`config.mk`:
```
export PLATFORM = sky130hd
export DESIGN_NAME = spm_memory_flat
export DESIGN_NICKNAME = d
export VERILOG_FILES = /design/src/rtl/spm_pkg.sv /design/src/rtl/spm_memory_if.sv /design/src/rtl/spm_mem_array.sv /design/src/rtl/spm_memory.sv /design/src/flat_wrapper.sv
export SDC_FILE = /design/constraint.sdc
export NUM_CORES = 2
export LEC_CHECK = 0
export ABC_CLOCK_PERIOD_IN_PS = 4750
export BUFFER_PORTS_ARGS = -buffer_cell sky130_fd_sc_hd__clkbuf_2
export CORE_MARGIN = 1
export CORE_UTILIZATION = 40
export CTS_CLUSTER_DIAMETER = 50
export DETAILED_ROUTE_END_ITERATION = 8
export GPL_TIMING_DRIVEN = 0
export SLEW_MARGIN = 5
export SYNTH_ARGS = -nofsm -noshare
export SYNTH_HDL_FRONTEND = slang
export SYNTH_SLANG_ARGS = --single-unit
```
`constraint.sdc`:
```
create_clock -name clk -period 4.75 [get_ports clk]
set_input_delay 0.95 -clock clk [delete_from_list [all_inputs] [get_ports clk]]
set_output_delay 0.95 -clock clk [all_outputs]
set_load 0.05 [all_outputs]
```
`src/rtl/spm_pkg.sv`:
```
// Shared types and defaults for the SPM unified program/data memory.
package spm_pkg;

  localparam int SPM_ADDR_W = 8;
  localparam int SPM_DATA_W = 8;

  typedef enum logic [1:0] {
    MEM_LOAD    = 2'd0,
    MEM_RELEASE = 2'd1,
    MEM_RUN     = 2'd2
  } spm_mem_state_t;

  function automatic logic [15:0] sat_inc16(input logic [15:0] v);
    return (v == 16'hFFFF) ? v : v + 16'd1;
  endfunction

endpackage

```
`src/rtl/spm_memory_if.sv`:
```
// SPM memory bus: processor read/write port plus the byte-wide program loader handshake.
interface spm_memory_if #(
  parameter int ADDR_W = 8,
  parameter int DATA_W = 8
);
  logic [ADDR_W-1:0] address;
  logic [DATA_W-1:0] data_out;
  logic              write;
  logic [DATA_W-1:0] data_in;
  logic              load_valid;
  logic [DATA_W-1:0] load_data;
  logic              load_last;
  logic              load_ready;

  modport master (
    output address, data_out, write, load_valid, load_data, load_last,
    input  data_in, load_ready
  );

  modport slave (
    input  address, data_out, write, load_valid, load_data, load_last,
    output data_in, load_ready
  );
endinterface

```
`src/rtl/spm_mem_array.sv`:
```
// Word storage: one synchronous write port, one asynchronous read port, never cleared.
module spm_mem_array #(
  parameter int ADDR_W = 8,
  parameter int DATA_W = 8
) (
  input  logic              clk_i,
  input  logic              we_i,
  input  logic [ADDR_W-1:0] waddr_i,
  input  logic [DATA_W-1:0] wdata_i,
  input  logic [ADDR_W-1:0] raddr_i,
  output logic [DATA_W-1:0] rdata_o
);

  logic [DATA_W-1:0] mem_q [2**ADDR_W];

  always_ff @(posedge clk_i) begin
    if (we_i) mem_q[waddr_i] <= wdata_i;
  end

  assign rdata_o = mem_q[raddr_i];

endmodule

```
`src/rtl/spm_memory.sv`:
```
// SPM memory endpoint: loads a program image, then releases the processor and serves it.
// Define SPM_MEM_PROTECT_EN to drop processor writes below PROT_LIMIT and flag them.
module spm_memory
  import spm_pkg::*;
#(
  parameter int                ADDR_W     = SPM_ADDR_W,
  parameter int                DATA_W     = SPM_DATA_W,
  parameter logic [ADDR_W-1:0] PROT_LIMIT = ADDR_W'(8'h80)
) (
  input  logic              clk,
  input  logic              rst,
  spm_memory_if.slave       bus,
  output logic              cpu_rst,
  output logic [ADDR_W:0]   loaded_len,
  output logic [15:0]       wr_count,
  output logic              prot_viol
);

`ifdef SPM_MEM_PROTECT_EN
  localparam bit PROT_EN = 1'b1;
`else
  localparam bit PROT_EN = 1'b0;
`endif

  spm_mem_state_t    state_q, state_d;
  logic [ADDR_W-1:0] load_ptr_q, load_ptr_d;
  logic [ADDR_W:0]   loaded_len_q, loaded_len_d;
  logic [15:0]       wr_count_q, wr_count_d;
  logic              load_ready_q, load_ready_d;
  logic              cpu_rst_q, cpu_rst_d;
  logic              prot_viol_q, prot_viol_d;

  logic              load_fire;
  logic              prot_hit;
  logic              cpu_wr_req;
  logic              cpu_commit;
  logic              arr_we;
  logic [ADDR_W-1:0] arr_waddr;
  logic [DATA_W-1:0] arr_wdata;
  logic [DATA_W-1:0] arr_rdata;

  assign load_fire  = (state_q == MEM_LOAD) && bus.load_valid && load_ready_q;
  assign prot_hit   = PROT_EN && (bus.address < PROT_LIMIT);
  assign cpu_wr_req = (state_q == MEM_RUN) && bus.write;
  assign cpu_commit = cpu_wr_req && !prot_hit;

  // The single write port belongs to the loader in MEM_LOAD and to the processor otherwise.
  assign arr_we    = load_fire || cpu_commit;
  assign arr_waddr = (state_q == MEM_LOAD) ? load_ptr_q    : bus.address;
  assign arr_wdata = (state_q == MEM_LOAD) ? bus.load_data : bus.data_out;

  spm_mem_array #(
    .ADDR_W (ADDR_W),
    .DATA_W (DATA_W)
  ) u_array (
    .clk_i   (clk),
    .we_i    (arr_we),
    .waddr_i (arr_waddr),
    .wdata_i (arr_wdata),
    .raddr_i (bus.address),
    .rdata_o (arr_rdata)
  );

  always_comb begin
    state_d      = state_q;
    load_ptr_d   = load_ptr_q;
    loaded_len_d = loaded_len_q;
    wr_count_d   = wr_count_q;
    load_ready_d = load_ready_q;
    cpu_rst_d    = cpu_rst_q;
    prot_viol_d  = prot_viol_q;
    case (state_q)
      MEM_LOAD: begin
        load_ready_d = 1'b1;
        cpu_rst_d    = 1'b0;
        if (load_fire) begin
          load_ptr_d   = load_ptr_q + ADDR_W'(1);
          loaded_len_d = loaded_len_q + (ADDR_W+1)'(1);
          // A full array ends the load even if the loader never flags its last byte.
          if (bus.load_last || (load_ptr_q == '1)) begin
            state_d      = MEM_RELEASE;
            load_ready_d = 1'b0;
          end
        end
      end
      MEM_RELEASE: begin
        state_d      = MEM_RUN;
        load_ready_d = 1'b0;
        cpu_rst_d    = 1'b0;
      end
      MEM_RUN: begin
        load_ready_d = 1'b0;
        cpu_rst_d    = 1'b1;
        if (cpu_commit) wr_count_d = sat_inc16(wr_count_q);
        if (cpu_wr_req && prot_hit) prot_viol_d = 1'b1;
      end
      default: begin
        state_d      = MEM_LOAD;
        load_ready_d = 1'b0;
        cpu_rst_d    = 1'b0;
      end
    endcase
  end

  always_ff @(posedge clk or negedge rst) begin
    if (!rst) begin
      state_q      <= MEM_LOAD;
      load_ptr_q   <= '0;
      loaded_len_q <= '0;
      wr_count_q   <= '0;
      load_ready_q <= 1'b0;
      cpu_rst_q    <= 1'b0;
      prot_viol_q  <= 1'b0;
    end else begin
      state_q      <= state_d;
      load_ptr_q   <= load_ptr_d;
      loaded_len_q <= loaded_len_d;
      wr_count_q   <= wr_count_d;
      load_ready_q <= load_ready_d;
      cpu_rst_q    <= cpu_rst_d;
      prot_viol_q  <= prot_viol_d;
    end
  end

  assign bus.data_in    = arr_rdata;
  assign bus.load_ready = load_ready_q;
  assign cpu_rst        = cpu_rst_q;
  assign loaded_len     = loaded_len_q;
  assign wr_count       = wr_count_q;
  assign prot_viol      = PROT_EN ? prot_viol_q : 1'b0;

endmodule

```
`src/flat_wrapper.sv`:
```
// flat-port wrapper written by rule: the top's interface ports become plain ports
module spm_memory_flat import spm_pkg::*;
#(
  parameter int                ADDR_W     = SPM_ADDR_W,
  parameter int                DATA_W     = SPM_DATA_W,
  parameter logic [ADDR_W-1:0] PROT_LIMIT = ADDR_W'(8'h80)
)
  (clk, rst, cpu_rst, loaded_len, wr_count, prot_viol, bus_address, bus_data_out, bus_write, bus_load_valid, bus_load_data, bus_load_last, bus_data_in, bus_load_ready);
  spm_memory_if #(.ADDR_W(ADDR_W), .DATA_W(DATA_W)) bus_i ();
  input  logic clk;
  input  logic rst;
  output logic cpu_rst;
  output logic [ADDR_W:0] loaded_len;
  output logic [15:0] wr_count;
  output logic prot_viol;
  input wire logic [$bits(bus_i.address)-1:0] bus_address;
  input wire logic [$bits(bus_i.data_out)-1:0] bus_data_out;
  input wire logic [$bits(bus_i.write)-1:0] bus_write;
  input wire logic [$bits(bus_i.load_valid)-1:0] bus_load_valid;
  input wire logic [$bits(bus_i.load_data)-1:0] bus_load_data;
  input wire logic [$bits(bus_i.load_last)-1:0] bus_load_last;
  output wire logic [$bits(bus_i.data_in)-1:0] bus_data_in;
  output wire logic [$bits(bus_i.load_ready)-1:0] bus_load_ready;
  assign bus_i.address = bus_address;
  assign bus_i.data_out = bus_data_out;
  assign bus_i.write = bus_write;
  assign bus_i.load_valid = bus_load_valid;
  assign bus_i.load_data = bus_load_data;
  assign bus_i.load_last = bus_load_last;
  assign bus_data_in = bus_i.data_in;
  assign bus_load_ready = bus_i.load_ready;
  spm_memory #(.ADDR_W(ADDR_W), .DATA_W(DATA_W), .PROT_LIMIT(PROT_LIMIT)) u_core (.clk(clk), .rst(rst), .bus(bus_i), .cpu_rst(cpu_rst), .loaded_len(loaded_len), .wr_count(wr_count), .prot_viol(prot_viol));
endmodule
```
* Word level (Yosys, flattened, before mapping)
Memory sizes are Yosys's and may differ from the RTL's. Index checks and enable logic that the tools add are counted.
Cells by class: add/subtract/negate cells 3, equal/unequal tests 6, mux-type cells 11, bitwise logic cells 2, reduce and logical (&&, ||, !) cells 9
Operators with widths (number):
- $add 16x1->16 const B | 1
- $eq 16x16->1 const B | 1
- $mux 8 | 2
- $add 9x1->9 const B | 1
- $add 8x1->8 const B | 1
- $eq 8x8->1 const B | 1
- $mux 1 | 6
- $pmux 2 s3 | 1
- $reduce_and 3->1 | 2
- $mux 2 | 2
- $logic_and 1x1->1 | 3
- $eq 2x1->1 const B | 1
- $eq 2x2->1 const B | 1
- $logic_not 2->1 | 1
- $logic_or 1x1->1 | 2
- $ne 2x1->1 const B | 1
- $ne 2x2->1 const B | 1
- $not 1->1 | 2
- $reduce_and 2->1 | 1
Word-level totals: flip-flop bits (word level) 37, memory bits (writable) 2048, input port bits 29, output and inout port bits 36, word-level logic and storage cells 38, memories kept 1
Memory list:
- u_core.u_array.mem_q | depth 256, bits a word 8, rd ports 1, clocked after memory_dff 0, write ports 1, RTL line spm_mem_array.sv:14 | logic [DATA_W-1:0] mem_q [2**ADDR_W];

* Longest topological paths before layout
depth after elaboration 6, gate-level depth with buffers 10, depth with buffers taken out 7

* Modules after synthesis
From an unflattened synthesis, not the netlist that was laid out.
Second synthesis, totals: cell total of the unflattened synthesis 3894, area total of the unflattened synthesis 81265.4 µm²
Modules (own cells, without submodules):
- spm_mem_array | instances 1, cells each 3725, area an instance 79396.1 µm², sequential area each 61499.0 µm²
- spm_memory | instances 1, cells each 169, area an instance 1869.3 µm², sequential area each 925.9 µm²

* Least setup slack after synthesis
No wires, ideal clock.
path kind register to register, from register u_core.state_q[1], to memory u_core.u_array.mem_q[0][0], data pin, setup time 0.823 ns, data arrival time 4.102 ns, data required time 3.927 ns, setup slack -0.174 ns, stages on the path, launching flop included 5, path through dfrtp_1 > nor2_1 > clkbuf_1 > nand2_1 > nand2_1
Between the ends: cells in the longest elaborated chain, start to end 2
Ends and longest elaborated chain:
- start: declaration | RTL line spm_memory.sv:25 | spm_mem_state_t state_q, state_d;
- start signal: assignment | RTL line spm_memory.sv:115 | state_q <= state_d;
- $logic_not 2->1 | RTL line spm_memory.sv:50 | assign arr_wdata = (state_q == MEM_LOAD) ? bus.load_data : bus.data_out;
- $mux 8 | RTL line spm_memory.sv:50
- named net u_core.arr_wdata[0] | RTL line spm_memory.sv:39 | logic [DATA_W-1:0] arr_wdata;
- end: declaration | RTL line spm_mem_array.sv:14
The timed path passes the listed nets, and every way through them passes these cells.

* Worst setup path after layout
from register u_core.state_q[1], to memory u_core.u_array.mem_q[102][0], enable pin
Between the ends: cells in the longest elaborated chain, start to end 6, elaborated cells between the ends (all ways) 9, classes of those cells eq/ne: 1; mux: 3; reduce/logical: 5
Ends and longest elaborated chain:
- $logic_not 2->1 | RTL line spm_memory.sv:42, spm_memory.sv:49
- $logic_and 1x1->1 (2 in a row) | RTL line spm_memory.sv:42 | assign load_fire = (state_q == MEM_LOAD) && bus.load_valid && load_ready_q;
- $logic_or 1x1->1 | RTL line spm_memory.sv:48 | assign arr_we = load_fire || cpu_commit;
- $mux 1 | RTL line spm_mem_array.sv:17 | if (we_i) mem_q[waddr_i] <= wdata_i;
- $mux 1 (implied by the code) | RTL line spm_mem_array.sv:17
Parallel ways exist; a longest one is shown, timed or not.

==> impl_metrics.csv <==
group,metric,value,unit
clock_tree,root_buffer,"clkbuf_16",
global_routing,overflow,0,
timing,timing.final.crit_share,105,%
detailed_routing,wl_per_cell,35.7,µm
critical_path,crit_chain,"nor2_2, and3_1, a21o_1, buf_2, clkbuf_1, nand3_1, clkbuf_1, nor2_1",
yosys,synth.area.mux_share,14.5,%
critical_path,cp_slowest_cell,"nor2_1",
critical_path,path_class,"flop to flop",
critical_path,crit_family,"simple AND/OR/NAND/NOR gates",
finish,most-common-layout-cells,"edfxtp_1, mux4_2, nor2_1",
timing,min_period,4.98,ns
finish,layout_commonest_cell,"edfxtp_1",
timing,rsz0062_at_grt,"yes",
yosys,synthArstFlopShare,1.77,%
yosys,synth-simple-area-share,2.83,%
power_and_ir_drop,clockPowerShare,35.4,%
timing,fin_setup_tns,-22.42,ns
placed_design,portBuffers,60,
power_and_ir_drop,p_leak,28.9,nW
critical_path,reg2regPathDepth,8,
floorplanning,die_x,451,µm
clock_tree,cts_tree,"built",
detailed_routing,first_pass_iters,9,
timing,relSlewSlack,-5.24,%
timing,fin_ws,-0.227,ns
clock_tree,cts_hold_buf,0,
yosys,synth-compound-area-share,3.32,%
floorplanning,design.core.area,200000,µm²
critical_path,rrSetupSlack,-0.23,ns
power_and_ir_drop,switching_power,12.4,mW
global_routing,grt_pass1_vias,41200,
finish,nets,4164,
global_routing,grt_max_degree,154,
power_and_ir_drop,power_density,484,nW/µm²
critical_path,cp-startpoint,"u_core.state_q[1]",
finish,area_growth,16.5,%
critical_path,crit_cells,8,
power_and_ir_drop,comb_power_share,14.1,%
global_routing,grt_pass1_wl,339000,µm
critical_path,cp-start-kind,"flop",
yosys,syn_inst,3833,
yosys,syn_avg_cell_area,21.0,µm²
detailed_routing,drc_errors,4,
clock_tree,clk-insertion-delay-late,0.86,ns
floorplanning,initial_utilization,40.3,%
yosys,synthesis.nets,3865,
critical_path,crit_top_cell,"clkbuf_1",
floorplanning,io_pins,65,
yosys,ys_ff_latch,2085,
placed_design,post_dp_cell_area,84700,µm²
hold_path,hp-class,"primary input to async pin",
detailed_routing,routed_wl,249000,µm
global_routing,antenna_found_initial,6,
critical_path,path_buf_inv,3,
timing,drv_slew,33,
detailed_routing,vias,42500,
placed_design,hpwl,165000,µm
yosys,yosys-top-cells-area,"edfxtp_1, mux4_2, a22oi_1",
critical_path,cp_max_fo,10,
critical_path,worstPathArrival,5.44,ns
power_and_ir_drop,p_int,33.0,mW
critical_path,rr_endpoint,"u_core.u_array.mem_q[102][0]",
power_and_ir_drop,switching_share,27.2,%
clock_tree,cts_buffer_depth,3,
yosys,synth.largest_area_cell,"edfxtp_1",
finish,drive_gt1_share,29.5,%
timing,hold_ws,0.325,ns
clock_tree,cts_sinks,2085,
critical_path,r2r-start,"u_core.state_q[1]",
clock_tree,cts_inserted_buffers,214,
detailed_routing,drt.antenna.violating_nets,0,
critical_path,end_kind,"flop",
yosys,syn_area,80500,µm²
power_and_ir_drop,vdd_ir_drop_max,0.439,mV
floorplanning,rows,164,
timing,finalClockSkew,0.0333,ns
critical_path,endpoint,"u_core.u_array.mem_q[102][0]",
yosys,yosysWarnings,0,
detailed_routing,vias_per_cell,6.10,
timing,tightest_slew,1.58,ns
critical_path,slowest_delay,1.02,ns
floorplanning,dieArea,203000,µm²
placed_design,gp_congestion,1.02,
timing,max_freq,201,MHz
yosys,synth_xor_area_share,0.326,%
clock_tree,cts.htree.levels,4,
yosys,yosysTopAreaCellShare,76.4,%
flow_run,max_cap_violations,3,
yosys,synth_cell_type_count,45,
power_and_ir_drop,seqPwrFrac,50.5,%
timing,hold_viol,0,
yosys,synth_top_family_by_area,"multiplexers",
yosys,synth_fa_ha_area_share,0.0466,%
finish,final_cell_area,93800,µm²
global_routing,grt.total_usage,24.3,%
yosys,yosysSeqAreaShare,77.5,%
yosys,synth_edf_count,2048,
clock_tree,path_clk_slew,0.06,ns
yosys,synth_top_flop_cell,"edfxtp_1",
detailed_routing,drt_iter0_drc,6317,
status,failed_checks,"design-rule violations, max-capacitance violations, max-slew violations, negative setup slack",
floorplanning,die_h,451,µm
finish,fin_util,46.9,%
timing,finalSetupViolCount,251,
critical_path,required,5.21,ns
power_and_ir_drop,p_total,45.4,mW
status,outcome,"finished, violations left",
[timing repair]
item,CTS,global route
gates resized for setup,544,70
endpoints found under the hold margin,0,0
buffers inserted,5,5
pin swaps,38,8
endpoints found under the setup margin,823,340
gates cloned,0,1
[logic make-up (layout without fill, tap and decap cells)]
| kind of cell | count (synthesis) | count (layout) |
|---|---|---|
| other | 1 | 5 |
| buffers and inverters | 237 | 712 |
| XOR/XNOR | 30 | 30 |
| AND/OR/NAND/NOR | 520 | 520 |
| adder cells (fa/ha/maj) | 3 | 3 |
| multiplexers | 565 | 565 |
| AO/OA/AOI/OAI | 392 | 392 |
| flip-flops | 2085 | 2085 |
[power by group through the flow]
stage               logic [mW]  registers, mW  clock network [mW]
floorplan                 2.66           23.8                   0
global placement          5.39           24.2                   0
detailed placement        6.00           23.3                   0
CTS                       6.26           22.9                16.2
global route              6.58           22.9                16.9
finish                    6.39           22.9                16.1
[worst register-to-register path: stages, from the launching register on]
cell      delay [ns]
dfrtp_1         0.42
nor2_2          0.62
and3_1          0.35
a21o_1          0.27
buf_2           0.30
clkbuf_1        0.39
nand3_1         0.46
clkbuf_1        0.75
nor2_1          1.04
[synth_stat cells, types with 4 or more instances]
master and n:
edfxtp_1 2048, mux4_2 481, nor2_1 283, a22oi_1 170, clkbuf_1 107, a21oi_1 105
nand2_1 89, mux2i_1 75, buf_2 69, dfrtp_1 37, nor4_1 34, buf_4 33
o221ai_1 32, nand3_1 29, nor3_1 25, o21ai_0 23, o22ai_1 20, a221oi_1 17
xnor2_1 17, buf_1 13, xor2_1 13, nand4_1 11, buf_6 10, nand3b_1 10
mux2_2 9, nand2b_1 9, a22o_1 7, o32ai_1 7, and2_1 6, and3_1 6
nor2b_1 5, or2_2 5, inv_1 4, o21ai_1 4, or3_1 4
[stage by stage]
step                setup slack [ns]  instances
floorplan                     0.0269       3833
global placement               -2.37       6549
detailed placement             -2.30       6562
CTS                         -0.00561       6958
global route                 -0.0871       6964
finish                        -0.227       6968
[worst min path at each step]
stage | from | endpoint | slack, ns | cells past startpoint
2_1_floorplan | u_core.state_q[1] | u_core.state_q[1] | 0.47 | 1
3_3_place_gp | u_core.loaded_len[8] | u_core.loaded_len[8] | 0.46 | 1
3_5_place_dp | u_core.loaded_len[8] | u_core.loaded_len[8] | 0.46 | 1
4_1_cts | rst | u_core.wr_count[14] | 0.31 | 1
5_1_grt | bus_load_last | u_core.state_q[0] | 0.34 | 2
6_report | rst | u_core.wr_count[14] | 0.33 | 1
[final cells by class]
type,count,area (µm²)
timing repair buffer,84,873
inverter,4,18.8
clock buffer,279,5680
buffer,232,2070
sequential,2085,62400
tap,2656,3320
antenna,4,10.0
clock inverter,113,943
fill,16500,106000
multi-input combinational,1511,18500
[flip-flops by register name (all words and copies together), names as in the netlist]
| name | count |
|---|---|
| u_core.bus.load_ready | 1 |
| u_core.cpu_rst | 1 |
| u_core.load_ptr_q | 8 |
| u_core.loaded_len | 9 |
| u_core.state_q | 2 |
| u_core.u_array.mem_q | 2048 |
| u_core.wr_count | 16 |
[routing by layer]
| layer | routed length [µm] | GRT usage [%] | up-vias |
|---|---|---|---|
| li1 | - | - | 16700 |
| met1 | 94100 | 32.5 | 22700 |
| met2 | 114000 | 37.0 | 2660 |
| met3 | 26200 | 5.88 | 554 |
| met4 | 15100 | 12.7 | 4 |
| met5 | 38 | 0 | - |
(Power assumes the default switching activity.)
